--- config.mk ---
export PLATFORM = sky130hd
export DESIGN_NAME = clmul32_seq
export DESIGN_NICKNAME = d
export VERILOG_FILES = /design/src/rtl/gf2_pkg.sv /design/src/rtl/clmul_half.sv /design/src/rtl/clmul32_seq.sv
export SDC_FILE = /design/constraint.sdc
export NUM_CORES = 1
export LEC_CHECK = 0
export CORE_AREA = 2 2 190 192
export DETAILED_ROUTE_END_ITERATION = 8
export DIE_AREA = 0 0 192 194
export HOLD_SLACK_MARGIN = 0.05
export PLACE_DENSITY_LB_ADDON = 0.05
export SLEW_MARGIN = 20
export SYNTH_ARGS = -nofsm -noshare
export SYNTH_HDL_FRONTEND = slang
export SYNTH_SLANG_ARGS = --single-unit
--- constraint.sdc ---
create_clock -name clk -period 3.1 [get_ports clk]
set_input_delay 0.465 -clock clk [delete_from_list [all_inputs] [get_ports clk]]
set_output_delay 0.465 -clock clk [all_outputs]
set_load 0.02 [all_outputs]
--- src/rtl/gf2_pkg.sv ---
// Shared GF(2) helpers for Karatsuba-style carry-less multiply sequencers:
// the sequencer state encoding and the three-product overlap-sum recombination.
package gf2_pkg;

  typedef enum logic [2:0] {
    IDLE    = 3'd0,
    MUL_LO  = 3'd1,
    MUL_HI  = 3'd2,
    MUL_MID = 3'd3,
    DONE    = 3'd4
  } clmul_state_e;

  // Widest operand any controller may use; the recombination works on a
  // container this wide so one function serves every operand width.
  localparam int GF2_MAX_N  = 64;
  localparam int GF2_WIDE_W = 2 * GF2_MAX_N - 1;

  typedef logic [GF2_WIDE_W-1:0] gf2_wide_t;

  // Karatsuba overlap-sum for half width h:
  //   p = z0 ^ ((z0 ^ z1 ^ z2) << h) ^ (z2 << 2h)
  // z0/z1/z2 must be zero above bit 2h-2; the result is zero above bit 4h-2.
  function automatic gf2_wide_t karatsuba_recombine(
    input gf2_wide_t   z0,
    input gf2_wide_t   z1,
    input gf2_wide_t   z2,
    input int unsigned h
  );
    gf2_wide_t m;
    m = z0 ^ z1 ^ z2;
    return z0 ^ (m << h) ^ (z2 << (2 * h));
  endfunction

endpackage

--- src/rtl/clmul_half.sv ---
// Purely combinational HxH carry-less multiplier (schoolbook shift-and-XOR).
// The product of two degree-(H-1) polynomials has 2H-1 coefficients.
module clmul_half #(
  parameter int H = 16
) (
  input  logic [H-1:0]   x,
  input  logic [H-1:0]   y,
  output logic [2*H-2:0] z
);

  localparam int ZW = 2 * H - 1;

  logic [ZW-1:0] x_ext;
  logic [ZW-1:0] acc [H+1];

  assign x_ext  = {{(H-1){1'b0}}, x};
  assign acc[0] = '0;

  // One shifted partial product per bit of y, folded into an XOR chain.
  for (genvar gi = 0; gi < H; gi++) begin : g_pp
    assign acc[gi+1] = acc[gi] ^ (y[gi] ? (x_ext << gi) : '0);
  end

  assign z = acc[H];

endmodule

--- src/rtl/clmul32_seq.sv ---
// Multi-cycle N x N carry-less multiplier. One clmul_half instance is shared
// across the lo, hi and mid Karatsuba sub-products over three cycles; the
// overlap-sum is applied on the mid cycle and the 2N-1 bit product is held
// on p under a valid/ready handshake.
module clmul32_seq
  import gf2_pkg::*;
#(
  parameter int N = 32
) (
  input  logic           clk,
  input  logic           rst,
  input  logic           in_valid,
  output logic           in_ready,
  input  logic [N-1:0]   a,
  input  logic [N-1:0]   b,
  output logic           out_valid,
  input  logic           out_ready,
  output logic [2*N-2:0] p,
  output logic           busy
);

  localparam int H  = N / 2;
  localparam int ZW = 2 * H - 1;
  localparam int PW = 2 * N - 1;

  clmul_state_e state_q, state_d;
  logic [N-1:0]  ra_q, ra_d;
  logic [N-1:0]  rb_q, rb_d;
  logic [ZW-1:0] z0_q, z0_d;
  logic [ZW-1:0] z1_q, z1_d;
  logic [ZW-1:0] z2_q, z2_d;
  logic [PW-1:0] p_q, p_d;
  logic          out_valid_q, out_valid_d;
  logic          busy_q, busy_d;

  logic [H-1:0]  mul_x;
  logic [H-1:0]  mul_y;
  logic [ZW-1:0] mul_z;
  logic          accept;

  // Accepting in DONE needs only out_ready, so there is no path from in_valid.
  assign in_ready  = (state_q == IDLE) || ((state_q == DONE) && out_ready);
  assign accept    = in_valid && in_ready;
  assign out_valid = out_valid_q;
  assign busy      = busy_q;
  assign p         = p_q;

  // Shared multiplier operand select, driven purely from registered state.
  always_comb begin
    mul_x = '0;
    mul_y = '0;
    case (state_q)
      MUL_LO: begin
        mul_x = ra_q[H-1:0];
        mul_y = rb_q[H-1:0];
      end
      MUL_HI: begin
        mul_x = ra_q[N-1:H];
        mul_y = rb_q[N-1:H];
      end
      MUL_MID: begin
        mul_x = ra_q[H-1:0] ^ ra_q[N-1:H];
        mul_y = rb_q[H-1:0] ^ rb_q[N-1:H];
      end
      default: ;
    endcase
  end

  clmul_half #(
    .H(H)
  ) u_clmul_half (
    .x(mul_x),
    .y(mul_y),
    .z(mul_z)
  );

  // Next-state and datapath updates for the sequencer.
  always_comb begin
    state_d = state_q;
    ra_d    = ra_q;
    rb_d    = rb_q;
    z0_d    = z0_q;
    z1_d    = z1_q;
    z2_d    = z2_q;
    p_d     = p_q;
    case (state_q)
      IDLE: begin
        if (accept) begin
          ra_d    = a;
          rb_d    = b;
          state_d = MUL_LO;
        end
      end
      MUL_LO: begin
        z0_d    = mul_z;
        state_d = MUL_HI;
      end
      MUL_HI: begin
        z2_d    = mul_z;
        state_d = MUL_MID;
      end
      MUL_MID: begin
        // The mid product is used straight off the multiplier so the final
        // product is ready in the same cycle z1 is captured.
        z1_d    = mul_z;
        p_d     = PW'(karatsuba_recombine(gf2_wide_t'(z0_q), gf2_wide_t'(mul_z),
                                          gf2_wide_t'(z2_q), H));
        state_d = DONE;
      end
      DONE: begin
        if (out_ready) begin
          if (accept) begin
            ra_d    = a;
            rb_d    = b;
            state_d = MUL_LO;
          end else begin
            state_d = IDLE;
          end
        end
      end
      default: state_d = IDLE;
    endcase
    out_valid_d = (state_d == DONE);
    busy_d      = (state_d != IDLE);
  end

  // State, operand, sub-product and output registers; reset aborts any operation.
  always_ff @(posedge clk) begin
    if (rst) begin
      state_q     <= IDLE;
      ra_q        <= '0;
      rb_q        <= '0;
      z0_q        <= '0;
      z1_q        <= '0;
      z2_q        <= '0;
      p_q         <= '0;
      out_valid_q <= 1'b0;
      busy_q      <= 1'b0;
    end else begin
      state_q     <= state_d;
      ra_q        <= ra_d;
      rb_q        <= rb_d;
      z0_q        <= z0_d;
      z1_q        <= z1_d;
      z2_q        <= z2_d;
      p_q         <= p_d;
      out_valid_q <= out_valid_d;
      busy_q      <= busy_d;
    end
  end

endmodule

* Yosys cells after proc, flatten, opt, wreduce, memory -nomap -nowiden
Cells that the tools add are included.
** Cells by class
- Div/mod/pow operators :: 0
- Multiply operators :: 0
- Eq/ne operators :: 6
- Add/subtract/negate cells :: 0
- Muxes and demuxes :: 28
- Reductions and logical operators :: 7
- Shift operators :: 0
- Bitwise operators :: 21
- Magnitude comparators :: 0
** Operator list (number)
- 31-bit XOR :: 14
- 32-bit 2-to-1 mux :: 4
- 32-bit case mux with 2 select lines :: 2
- 16-bit case mux with 3 select lines :: 2
- 47-bit by 63-bit XOR with 63-bit output :: 1
- 31-bit by 47-bit XOR with 47-bit output :: 1
- 16-bit XOR :: 2
- 31-bit 2-to-1 mux :: 1
- 31-bit by 28-bit XOR with 31-bit output :: 1
- 31-bit by 29-bit XOR with 31-bit output :: 1
- 31-bit by 30-bit XOR with 31-bit output :: 1
- 30-bit 2-to-1 mux :: 1
- 29-bit 2-to-1 mux :: 1
- 28-bit 2-to-1 mux :: 1
- 27-bit 2-to-1 mux :: 1
- 26-bit 2-to-1 mux :: 1
- 25-bit 2-to-1 mux :: 1
- 24-bit 2-to-1 mux :: 1
- 23-bit 2-to-1 mux :: 1
- 22-bit 2-to-1 mux :: 1
- 21-bit 2-to-1 mux :: 1
- 20-bit 2-to-1 mux :: 1
- 19-bit 2-to-1 mux :: 1
- 18-bit 2-to-1 mux :: 1
- other kinds (15) :: 19
** Storage, ports and cells
- Output and inout bits :: 66
- Bits of input ports :: 68
- Register bits :: 194
- Memories kept :: 0
- Logic and storage cells :: 70
- Bits in latches :: 0
- Memory bits (read-only) :: 0
- Memory bits (writable) :: 0

* Depth between registers and ports, before layout
- Depth in word-level cells :: 22
- Depth in mapped cells :: 14

* Modules after synthesis
A second synthesis with hierarchy kept.
** Second synthesis, totals
- Cells, all modules :: 1601
- Area, all modules :: 12517.0 um^2
** Modules (own cells, without submodules)
- clmul32_seq :: times used 1, cells each 1056, area an instance 8775.9 um^2
- clmul_half :: times used 1, cells each 545, area an instance 3741.1 um^2

* Worst setup path after synthesis
OpenSTA, ideal clock, no wires.
- Path kind :: flip-flop to flip-flop
- From :: reg state_q[2]
- To :: reg ra_q[10]
- Slack :: 0.471 ns
- Clock period less this slack :: 2.629 ns
- Library setup time :: 0.132 ns
- Cell stages (with the launch flop) :: 13
- Arrival time :: 2.497 ns
- Path buffers :: 6
- Required time :: 2.968 ns
- Path through :: dfxtp_1 -> buf_2 -> inv_1 -> buf_4 -> buf_2 -> buf_2 -> buf_2 -> nor2_1 -> nor3_1 -> nand2_1 -> clkbuf_1 -> nand2_1 -> a21oi_1
** On the way
- Cells in the longest elaborated chain, start to end :: 7
- Elaborated cells on any way between the ends :: 11
** Ends and longest elaborated chain
- from (decl) :: line clmul32_seq.sv:26 : clmul_state_e state_q, state_d;
- from (signal assigned) :: line clmul32_seq.sv:140 : state_q <= state_d;
- 3-bit equality test :: line clmul32_seq.sv:42 : assign in_ready = (state_q == IDLE) || ((state_q == DONE) && out_ready);
- 1-bit logical AND :: line clmul32_seq.sv:42
- 1-bit logical OR (*) :: line clmul32_seq.sv:42
- named net in_ready :: line clmul32_seq.sv:13 : output logic in_ready,
- 1-bit logical AND (*) :: line clmul32_seq.sv:43 : assign accept = in_valid && in_ready;
- 32-bit 2-to-1 mux (*)
- 32-bit 2-to-1 mux
- 32-bit case mux with 2 select lines (*) :: line clmul32_seq.sv:86 : case (state_q)
- to (signal assigned) :: line clmul32_seq.sv:141 : ra_q <= ra_d;
- to (decl) :: line clmul32_seq.sv:27 : logic [N-1:0] ra_q, ra_d;
Mark *: on every way through the listed nets, which the timed path passes. The rest lies on a longest branch. The select of a mux whose other input is x is not followed.
A chain may end at the register's enable or synchronous reset.

* Final worst setup path
- From :: reg state_q[1]
- To :: reg p_q[32], in the netlist p[32]
** On the way
- Cells in the longest elaborated chain, start to end :: 22
- Elaborated cells on any way between the ends :: 39
** Ends and longest elaborated chain
- 3-bit by 2-bit equality test with 1-bit output (tied with other cells) :: line clmul32_seq.sv:52, clmul32_seq.sv:86
- 16-bit case mux with 3 select lines :: line clmul32_seq.sv:52 : case (state_q)
- 17-bit 2-to-1 mux :: line clmul_half.sv:21 : assign acc[gi+1] = acc[gi] ^ (y[gi] ? (x_ext << gi) : '0);
- 31-bit XOR (11 in series) :: line clmul_half.sv:21
- 31-bit by 28-bit XOR with 31-bit output :: line clmul_half.sv:21
- 31-bit by 29-bit XOR with 31-bit output :: line clmul_half.sv:21
- 31-bit by 30-bit XOR with 31-bit output :: line clmul_half.sv:21
- 31-bit XOR :: line clmul_half.sv:21
- 31-bit XOR (2 in series) :: line gf2_pkg.sv:30 : m = z0 ^ z1 ^ z2;
- 31-bit by 47-bit XOR with 47-bit output :: line gf2_pkg.sv:31 : return z0 ^ (m << h) ^ (z2 << (2 * h));
- 47-bit by 63-bit XOR with 63-bit output :: line gf2_pkg.sv:31
- to (signal assigned) :: line clmul32_seq.sv:146 : p_q <= p_d;
- to (decl) :: line clmul32_seq.sv:32 : logic [PW-1:0] p_q, p_d;
Several ways; a longest one is shown, not always the timed one.

==> metrics.cfg <==
[outcome]
status=finished clean

[power_and_ir_drop]
ir_drop_mv=0.401
p_leak_nw=4.95
finalPower_w=0.00621
power_density_nw_per_um2=418

[timing]
tns_ns=0
grt_setup_unrepaired=false
setup_viol=0
layout_min_cycle_time_ns=2.93
skew_ns=0.0152
finalCritPeriodShare=0.944
worstMarginPinSlew_ns=0.715
max-slew-margin-rel=0.523
layout_setup_ws_ns=0.174
fmax_mhz=342
hold_viol=0
slew_viol_final=0

[global_routing]
grt_pass1_wl_um=59700
grt_pass1_vias=10200
track_usage=0.208
grt-ovfl-total=0
grt_start_max_net_pins=99
antenna_found_initial=0

[detailed_routing]
wl_per_cell_um=18.1
viasPerCell=4.95
drtIter0Drc=759
drc_errors=0
num_vias=10400
first_pass_iters=5
wl_um=38100
antenna_left=0

[place]
post-place-cells=2069
numPortBuffers=133
gp_congestion=0.818
hpwlAfterDp_um=26200
dp_slack_ns=0.0511

[setup_path]
worstSetupEndpointType=flop
path_class=reg -> reg
critPathMaxFanout=39
cpMaxStageDelayCell=xnor3_1
worstPathArrival_ns=3.30
critPathLaunchType=flop
worstPathRequired_ns=3.48
crit_top_cell=xnor3_1
crit_chain=buf_12 -> nand2_1 -> xor2_1 -> nand3_1 -> xnor3_1 -> xnor3_1 -> xnor3_2 -> xnor2_1 -> a211oi_1
slowest_delay_ns=0.47

[finish]
insertedDiodeCount=0
utilization=0.422
fill_cells=3660
nNetsFinal=1695
drive_gt1_frac=0.102
instances_no_fill=2101
area_growth_pct=22.2
regArea_um2=3890
multi_input_area_um2=7640

[clock_network]
clk_path_buf_depth=2
root_buffer=clkbuf_16
htreeDepth=4
path_clk_slew_ns=0.08
clk_latency_ns=0.47
postCtsSetupRepairBufs=0
cts_tree=yes
hold_buffers=0
cts_made_buffers=17
cts.sinks=194

[floorplanning]
io_pins=134
die_h_um=194
num_rows=69
die_x_um=192
core_um2=35200
initial_core_util=0.345
dieArea_um2=37200

[yosys]
yosys.cell_types.count=36
synth_edf_count=0
synth_top_area_share=0.319
synthAdderAreaFrac=0
synth_area_leaders=dfxtp_1 (32%), xnor2_1 (13%), nand2_1 (11%)
ys_top_cells_by_count=nand2_1 (343), nand3_1 (232), dfxtp_1 (194)
ys_seq_area_frac=0.319
synth-main-ff-cell=dfxtp_1
synth.area.mux_share=0
syn_area_um2=12200
synth_compound_area_frac=0.0885
synth_most_common_cell=nand2_1
yosysTopAreaCell=dfxtp_1
yosys_register_bits=194
yosys.area_share.xor_xnor=0.286
yosys.area_share.simple=0.251
synthArstFlopShare=0
synth_top_family_by_area=XOR/XNOR gates
synth_area_per_cell_um2=7.98
netlist_instances=1523
ys_warn_count=0
synth.net_count=1591

[run]
drv_cap=0

[worst_hold_path]
hp-class=in -> reg

logic make-up (layout without fill, tap and decap cells):
logic type             count (synthesis)  count (layout)
buffers and inverters                130             247
XOR/XNOR                             318             318
flip-flops                           194             194
AO/OA/AOI/OAI                        191             191
AND/OR/NAND/NOR                      690             690
routing by layer:
layer,track usage,up-vias,wire (um)
met2,0.340,249,18100
met4,0.0557,0,594
met1,0.286,4918,17900
met3,0.0299,34,1580
met5,0,-,0
li1,-,5205,-
cells in the final DEF (no fill, tap or decap), drive strengths merged:
cell	Yosys	final
xnor3	32	32
clkinvlp	0	1
clkbuf	65	18
nor2b	4	4
dfxtp	194	194
clkdlybuf4s50	0	132
o211ai	2	2
a211oi	44	44
o21a	2	2
nor4	1	1
nand3b	2	2
xnor2	182	182
o21ai	4	4
and3	4	4
nand3	237	237
xor3	2	2
a21oi	139	139
xor2	102	102
nor3	8	8
inv	3	12
buf	62	80
or3	1	1
and2	16	16
nand2	356	356
nor2	61	61
clkinv	0	4
metrics by stage:
stage,instance area (um2),hold slack [ns]
after floorplan,12200,0.437
after CTS,14900,0.385
after detailed placement,14300,0.444
after global routing,14900,0.407
after global placement,14300,0.441
final,14900,0.407
cell type report:
cell class | count | share of cell area
multi-input cells | 1199 | 0.514
flip-flops and latches | 194 | 0.262
repair buffers | 212 | 0.144
well taps | 461 | 0.0388
clock buffers | 18 | 0.0296
clock inverters | 14 | 0.0107
inverters | 3 | 0.00110
power breakdown:
group	switching, W	internal, W	leakage [nW]	total [W]
registers	0.000103	0.00262	1.58	0.00273
clock network	0.00116	0.00111	0.290	0.00227
logic	0.000715	0.000495	3.08	0.00121
total	0.00198	0.00423	4.95	0.00621
path summary, 6_finish.rpt:
path              endpoint  startpoint  depth (start not counted)  slack [ns]
hold / removal     z0_q[0]         rst                          2        0.41
hold reg to reg      p[19]       p[19]                          2        0.45
setup / recovery     p[32]  state_q[1]                          9        0.17
setup reg to reg     p[32]  state_q[1]                          9        0.17
worst max-delay path: cells and delay by family (launching register included):
| kind | cells | cell delay [ns] |
|---|---|---|
| buf+inv | 1 | 0.22 |
| simple gates | 2 | 0.22 |
| compound gates | 1 | 0.22 |
| xor+xnor | 5 | 1.80 |
| flops | 1 | 0.36 |
flip-flops by register name, indices dropped and copies added (netlist names):
register and flops:
ra_q 32, busy 1, rb_q 32, z0_q 31, z2_q 31, out_valid 1, p 63, state_q 3
timing repair:
action,4_1_cts,5_1_grt
resized for setup,0,1
hold endpoints to repair,0,0
setup endpoints to repair,0,23
No activity file was read; power rests on OpenSTA's default activity.
